**src/rtl/word_clipper_pkg.sv**
```systemverilog
// Shared constants and helpers for the word segment queue: default widths,
// segment length arithmetic and saturating-counter support.
package word_clipper_pkg;

  localparam int unsigned ADDR_W_DEFAULT = 32;
  localparam int unsigned CNT_W_DEFAULT  = 16;

  // Helpers run at a fixed maximum width; callers zero-extend their operands.
  localparam int unsigned SEG_MAX_W = 64;
  localparam int unsigned CNT_MAX_W = 32;

  // Inclusive length end-start+1, one bit wider than the operands.
  function automatic logic [SEG_MAX_W:0] seg_len(input logic [SEG_MAX_W-1:0] start_addr,
                                                 input logic [SEG_MAX_W-1:0] end_addr);
    return {1'b0, end_addr} - {1'b0, start_addr} + (SEG_MAX_W+1)'(1);
  endfunction

  // True while a counter of the given width is below all-ones.
  function automatic logic cnt_can_inc(input logic [CNT_MAX_W-1:0] cnt,
                                       input int unsigned width);
    logic [CNT_MAX_W-1:0] max_v;
    max_v = (width >= CNT_MAX_W) ? '1 : ((CNT_MAX_W'(1) << width) - CNT_MAX_W'(1));
    return cnt != max_v;
  endfunction

endpackage

```
**src/rtl/word_segment_queue_if.sv**
```systemverilog
// Segment ingress strobe plus rts/rtr egress handshake of the word segment queue.
interface word_segment_queue_if
  import word_clipper_pkg::*;
#(
  parameter int unsigned ADDR_W = ADDR_W_DEFAULT
) ();

  logic              ivalid;
  logic [ADDR_W-1:0] istart_addr;
  logic [ADDR_W-1:0] iend_addr;
  logic              orts;
  logic              irtr;
  logic [ADDR_W-1:0] ostart_addr;
  logic [ADDR_W-1:0] oend_addr;

  modport master (
    output ivalid, istart_addr, iend_addr, irtr,
    input  orts, ostart_addr, oend_addr
  );

  modport slave (
    input  ivalid, istart_addr, iend_addr, irtr,
    output orts, ostart_addr, oend_addr
  );

endinterface

```
**src/rtl/word_seg_fifo_mem.sv**
```systemverilog
// DEPTH x 2*ADDR_W segment storage: one synchronous write port, one async read port.
module word_seg_fifo_mem #(
  parameter int unsigned ADDR_W = 32,
  parameter int unsigned DEPTH  = 4,
  localparam int unsigned PTR_W = $clog2(DEPTH)
) (
  input  logic                  iclk,
  input  logic                  we,
  input  logic [PTR_W-1:0]      waddr,
  input  logic [2*ADDR_W-1:0]   wdata,
  input  logic [PTR_W-1:0]      raddr,
  output logic [2*ADDR_W-1:0]   rdata
);

  logic [2*ADDR_W-1:0] mem [DEPTH];

  // NOTE: storage has no reset; occupancy is tracked by the level counter, so stale
  // entries are never presented and resetting the array would only cost flops.
  always_ff @(posedge iclk) begin
    if (we) mem[waddr] <= wdata;
  end

  assign rdata = mem[raddr];

endmodule

```
**src/rtl/word_segment_queue.sv**
```systemverilog
// Word segment FIFO: filters short/inverted segments, buffers up to DEPTH, presents
// the head on a registered rts/rtr port and counts drops and rejects.
module word_segment_queue
  import word_clipper_pkg::*;
#(
  parameter int unsigned ADDR_W  = ADDR_W_DEFAULT,
  parameter int unsigned DEPTH   = 4,
  parameter int unsigned MIN_LEN = 1,
  parameter int unsigned CNT_W   = CNT_W_DEFAULT
) (
  input  logic                   iclk,
  input  logic                   irst,
  word_segment_queue_if.slave    seg,
  input  logic                   iclr_cnt,
  output logic [$clog2(DEPTH):0] olevel,
  output logic                   ofull,
  output logic [CNT_W-1:0]       odrop_cnt,
  output logic [CNT_W-1:0]       orej_cnt
);

  localparam int unsigned PTR_W = $clog2(DEPTH);
  localparam int unsigned LVL_W = PTR_W + 1;

  logic [SEG_MAX_W:0]    len;
  logic                  accept, push, pop, drop, reject;
  logic [PTR_W-1:0]      rd_ptr, wr_ptr, rd_ptr_nxt;
  logic [LVL_W-1:0]      level_after_pop, level_nxt;
  logic [2*ADDR_W-1:0]   rdata;
  logic                  orts_q;
  logic [ADDR_W-1:0]     start_q, end_q, start_nxt, end_nxt;

  // Operands are zero-extended, so for end>=start the wide length is exact.
  assign len    = seg_len(SEG_MAX_W'(seg.istart_addr), SEG_MAX_W'(seg.iend_addr));
  assign accept = (seg.iend_addr >= seg.istart_addr) && (len >= (SEG_MAX_W+1)'(MIN_LEN));

  assign pop    = orts_q & seg.irtr;
  assign push   = seg.ivalid & accept & (~ofull | pop);
  assign drop   = seg.ivalid & accept & ofull & ~pop;
  assign reject = seg.ivalid & ~accept;

  assign ofull           = (olevel == LVL_W'(DEPTH));
  assign level_after_pop = olevel - LVL_W'(pop);
  assign level_nxt       = level_after_pop + LVL_W'(push);
  assign rd_ptr_nxt      = rd_ptr + PTR_W'(pop);

  word_seg_fifo_mem #(
    .ADDR_W (ADDR_W),
    .DEPTH  (DEPTH)
  ) u_mem (
    .iclk  (iclk),
    .we    (push),
    .waddr (wr_ptr),
    .wdata ({seg.iend_addr, seg.istart_addr}),
    .raddr (rd_ptr_nxt),
    .rdata (rdata)
  );

  // Next head: bypass the incoming segment when it lands in an otherwise empty
  // queue, else read the entry behind the pop. Empty queue holds the last value.
  // NOTE: every always_comb output is defaulted first so no path can infer a latch.
  always_comb begin
    start_nxt = start_q;
    end_nxt   = end_q;
    if (level_after_pop == '0) begin
      if (push) begin
        start_nxt = seg.istart_addr;
        end_nxt   = seg.iend_addr;
      end
    end else begin
      start_nxt = rdata[ADDR_W-1:0];
      end_nxt   = rdata[2*ADDR_W-1:ADDR_W];
    end
  end

  // NOTE: state registers use non-blocking assignments so every flop samples
  // pre-edge values regardless of statement order.
  always_ff @(posedge iclk or posedge irst) begin
    if (irst) begin
      rd_ptr  <= '0;
      wr_ptr  <= '0;
      olevel  <= '0;
      orts_q  <= 1'b0;
      start_q <= '0;
      end_q   <= '0;
    end else begin
      rd_ptr  <= rd_ptr_nxt;
      wr_ptr  <= wr_ptr + PTR_W'(push);
      olevel  <= level_nxt;
      orts_q  <= (level_nxt != '0);
      start_q <= start_nxt;
      end_q   <= end_nxt;
    end
  end

  // Clear has priority over a coincident drop or reject.
  always_ff @(posedge iclk or posedge irst) begin
    if (irst) begin
      odrop_cnt <= '0;
      orej_cnt  <= '0;
    end else if (iclr_cnt) begin
      odrop_cnt <= '0;
      orej_cnt  <= '0;
    end else begin
      if (drop && cnt_can_inc(CNT_MAX_W'(odrop_cnt), CNT_W))
        odrop_cnt <= odrop_cnt + CNT_W'(1);
      if (reject && cnt_can_inc(CNT_MAX_W'(orej_cnt), CNT_W))
        orej_cnt <= orej_cnt + CNT_W'(1);
    end
  end

  assign seg.orts        = orts_q;
  assign seg.ostart_addr = start_q;
  assign seg.oend_addr   = end_q;

endmodule

```
**src/flat_wrapper.sv**
```systemverilog
// flat-port wrapper written by rule: the top's interface ports become plain ports
module word_segment_queue_flat import word_clipper_pkg::*;
#(
  parameter int unsigned ADDR_W  = ADDR_W_DEFAULT,
  parameter int unsigned DEPTH   = 4,
  parameter int unsigned MIN_LEN = 1,
  parameter int unsigned CNT_W   = CNT_W_DEFAULT
)
  (iclk, irst, iclr_cnt, olevel, ofull, odrop_cnt, orej_cnt, seg_ivalid, seg_istart_addr, seg_iend_addr, seg_irtr, seg_orts, seg_ostart_addr, seg_oend_addr);
  word_segment_queue_if #(.ADDR_W(ADDR_W)) seg_i ();
  input  logic iclk;
  input  logic irst;
  input  logic iclr_cnt;
  output logic [$clog2(DEPTH):0] olevel;
  output logic ofull;
  output logic [CNT_W-1:0] odrop_cnt;
  output logic [CNT_W-1:0] orej_cnt;
  input wire logic [$bits(seg_i.ivalid)-1:0] seg_ivalid;
  input wire logic [$bits(seg_i.istart_addr)-1:0] seg_istart_addr;
  input wire logic [$bits(seg_i.iend_addr)-1:0] seg_iend_addr;
  input wire logic [$bits(seg_i.irtr)-1:0] seg_irtr;
  output wire logic [$bits(seg_i.orts)-1:0] seg_orts;
  output wire logic [$bits(seg_i.ostart_addr)-1:0] seg_ostart_addr;
  output wire logic [$bits(seg_i.oend_addr)-1:0] seg_oend_addr;
  assign seg_i.ivalid = seg_ivalid;
  assign seg_i.istart_addr = seg_istart_addr;
  assign seg_i.iend_addr = seg_iend_addr;
  assign seg_i.irtr = seg_irtr;
  assign seg_orts = seg_i.orts;
  assign seg_ostart_addr = seg_i.ostart_addr;
  assign seg_oend_addr = seg_i.oend_addr;
  word_segment_queue #(.ADDR_W(ADDR_W), .DEPTH(DEPTH), .MIN_LEN(MIN_LEN), .CNT_W(CNT_W)) u_core (.iclk(iclk), .irst(irst), .seg(seg_i), .iclr_cnt(iclr_cnt), .olevel(olevel), .ofull(ofull), .odrop_cnt(odrop_cnt), .orej_cnt(orej_cnt));
endmodule
```
**config.mk**
```make
export PLATFORM = sky130hd
export DESIGN_NAME = word_segment_queue_flat
export DESIGN_NICKNAME = d
export VERILOG_FILES = /design/src/rtl/word_clipper_pkg.sv /design/src/rtl/word_segment_queue_if.sv /design/src/rtl/word_seg_fifo_mem.sv /design/src/rtl/word_segment_queue.sv /design/src/flat_wrapper.sv
export SDC_FILE = /design/constraint.sdc
export NUM_CORES = 1
export LEC_CHECK = 0
export ABC_AREA = 1
export CAP_MARGIN = 40
export CELL_PAD_IN_SITES_DETAIL_PLACEMENT = 2
export CELL_PAD_IN_SITES_GLOBAL_PLACEMENT = 2
export CORE_UTILIZATION = 36
export CTS_CLUSTER_SIZE = 24
export DETAILED_ROUTE_END_ITERATION = 16
export HOLD_SLACK_MARGIN = 0.08
export PLACE_DENSITY_LB_ADDON = 0.1
export SETUP_SLACK_MARGIN = 0.4
export SYNTH_ARGS = -nofsm -noshare
export SYNTH_HDL_FRONTEND = slang
export SYNTH_SLANG_ARGS = --single-unit
```
**constraint.sdc**
```tcl
create_clock -name iclk -period 7.7 [get_ports iclk]
set_input_delay 0.77 -clock iclk [delete_from_list [all_inputs] [get_ports iclk]]
set_output_delay 0.77 -clock iclk [all_outputs]
set_load 0.03 [all_outputs]
```
==> impl_metrics.tcl <==
set metrics [dict create \
    timing.final.ws_setup_ns 1.42 \
    root_buffer "clkbuf_16" \
    area_growth_pct 19.8 \
    avgSynthCellArea_sq_um 8.54 \
    cp.arrival_ns 6.48 \
    pre_cts_ws_ns 0.793 \
    drive_gt1_frac 0.0979 \
    yosysSeqAreaShare 0.530 \
    cts_htree_levels 2 \
    die_y_microns 234 \
    viasPerCell 5.34 \
    slowest_stage "clkdlybuf4s50_1" \
    grt_overflow 0 \
    min_from "u_core.seg.ostart_addr[10]" \
    gp_congestion 0.886 \
    ir_drop_v 0.000173 \
    crit_type "in -> reg" \
    cap_viol_max_count 0 \
    violations "DRC" \
    hold_viol 0 \
    synth_cells 2272 \
    clock_latency_ns 0.59 \
    numCtsBuffers 42 \
    synthTopCellsByCount "nand2_1, edfxtp_1, inv_1, nand3_1, nor2_1" \
    core_sq_um 52900 \
    drc_errors 13 \
    cts_tree "built" \
    ios 170 \
    dr.pass1.iters 11 \
    yosysTopAreaCellShare 0.396 \
    crit_start "seg_istart_addr[6]" \
    cts_setup_buffers 0 \
    grt_max_degree 78 \
    r2r-start "u_core.seg.orts" \
    ys_ff_latch 360 \
    layout_min_cycle_time_ns 6.28 \
    synth_area_leaders "edfxtp_1, nand2_1, dfrtp_1, nand3_1, inv_1" \
    synth_area_leader_cell "edfxtp_1" \
    hpwl_microns 52200 \
    num_rows 84 \
    via_count 16800 \
    yosysUniqueCellTypes 41 \
    cts.clk_slew.worst_paths_ns 0.06 \
    clock_sinks 360 \
    status "finished, violations left" \
    fin_cells 3151 \
    drt_iter0_drc 852 \
    fp.dieW_microns 234 \
    max-slew-margin-rel 0.386 \
    end_kind "flip-flop" \
    grt_pass1_vias 18500 \
    leakagePower_nw 9.84 \
    postCtsHoldBufs 0 \
    synth_most_common_cell "nand2_1" \
    antenna_found_initial 2 \
    path_common_cell "nand2_1" \
    placedCellCount 3073 \
    slowest_delay_ns 0.60 \
    synth_top_flop_cell "edfxtp_1" \
    wirelength_microns 71800 \
    pwr_density_cell_nw_per_um2 370 \
    die_area_sq_um 54800 \
    rsz0062_at_grt "false" \
    critical-path-top-delay-family "simple AND/OR/NAND/NOR gates" \
    global_route.usage.total 0.265 \
    max_freq_mhz 159 \
    synthArstFlopShare 0.289 \
    netlist_area_sq_um 19400 \
    synth_warnings 0 \
    tightest_slew_ns 0.921 \
    fin_nets 2542 \
    post-route-period-util 0.815 \
    synth_edf_count 256 \
    syn_nets 2385 \
    final_antenna_net_count 0 \
    cts_buffer_depth 3 \
    path_max_fanout 39 \
    start_util 0.367 \
    critPathLaunchType "input pin" \
    cts_resized 0 \
    io_buffers 169 \
    worst-endpoint-required_ns 7.90 \
    hold_path.class "reg -> reg" \
    finalClockSkew_ns 0.0299 \
    avgRoutedWirePerCell_microns 22.8 \
    crit_buf_inv 3 \
    drv_slew 0 \
    setup_viol 0 \
    grt_pass1_wl_microns 110000 \
]
sequential cells by signal, summed over array words and instances, names as in the netlist:
name                    cells
u_core.orej_cnt            16
u_core.seg.orts             1
u_core.seg.ostart_addr     32
u_core.rd_ptr               2
u_core.odrop_cnt           16
u_core.u_mem.mem          256
u_core.wr_ptr               2
u_core.olevel               3
u_core.seg.oend_addr       32
cells by family after synthesis:
group                    count (synthesis)  share of synthesized area
AO/OA/AOI/OAI                          211                     0.0671
XOR/XNOR                                26                     0.0117
adder cells (fa/ha/maj)                 44                     0.0288
buffers and inverters                  328                     0.0656
flip-flops                             360                      0.530
AND/OR/NAND/NOR                       1303                      0.297
worst paths after layout:
path                                                   end  slack [ns]  cells after the start
worst min-delay path            u_core.seg.ostart_addr[10]        0.51                      2
max in group asynchronous          u_core.seg.oend_addr[1]        6.20                      3
worst max register to register  u_core.seg.ostart_addr[31]        3.84                     13
worst min register to register  u_core.seg.ostart_addr[10]        0.51                      2
worst max-delay path               u_core.u_mem.mem[0][36]        1.42                     32
min in group asynchronous                 u_core.olevel[1]        0.52                      2
routing by layer:
metal  global-route usage  vias to the layer above  wire, microns
met4               0.0712                        0           1580
met1                0.355                     8626          32600
li1                     -                     7832              -
met5                    0                        -              0
met3               0.0328                       87           2570
met2                0.452                      296          35100
layout make-up:
type | instances | area [sq um]
fill | 5743 | 29600
sequential | 360 | 10300
multi-input combinational | 1584 | 7890
timing repair buffer | 198 | 2000
clock buffer | 58 | 1140
inverter | 243 | 918
tap | 688 | 861
clock inverter | 19 | 154
antenna | 1 | 2.50
through the flow:
stage / utilization / total power, W / TNS, ns / cell area [sq um] / hold WS (ns)
6_report: 0.440 / 0.00861 / 0 / 23300 / 0.512
3_5_place_dp: 0.415 / 0.00671 / 0 / 22000 / 0.501
3_3_place_gp: 0.414 / 0.00648 / 0 / 21900 / 0.493
4_1_cts: 0.440 / 0.00871 / 0 / 23300 / 0.507
2_1_floorplan: - / 0.00511 / -395.51 / 19400 / 0.483
5_1_grt: 0.440 / 0.00913 / 0 / 23300 / 0.530
layout by cell type, fill, tap and decap left out, types with 19 or more instances in the layout:
master	Yosys	routed
clkbuf_16	0	42
edfxtp_1	256	256
a31oi_1	38	38
nand2_2	21	21
nand3_1	227	227
dfrtp_1	104	104
xor2_1	19	19
o211ai_1	73	73
nand2_1	710	710
ha_1	43	42
nand4_1	19	19
clkdlybuf4s50_1	0	169
buf_4	1	23
nor2_1	177	177
or2_2	74	74
inv_1	227	224
a21oi_1	47	47
o21ai_0	44	44
report_power, final:
part           switching, W  leakage (nW)  total [W]  internal, W
clock              0.000847         0.633    0.00193      0.00108
sequential         0.000175          3.61    0.00263      0.00245
combinational       0.00277          5.60    0.00405      0.00129
worst reg2reg max path, delay by kind of cell (launching register included):
family / cells / cell delay (ns)
AND/OR/NAND/NOR: 4 / 0.66
buffers and inverters: 5 / 1.75
AO/OA/AOI/OAI: 2 / 0.44
flip-flops: 1 / 0.38
adder cells (fa/ha/maj): 2 / 0.48
Power figures use the tool's default switching activity.
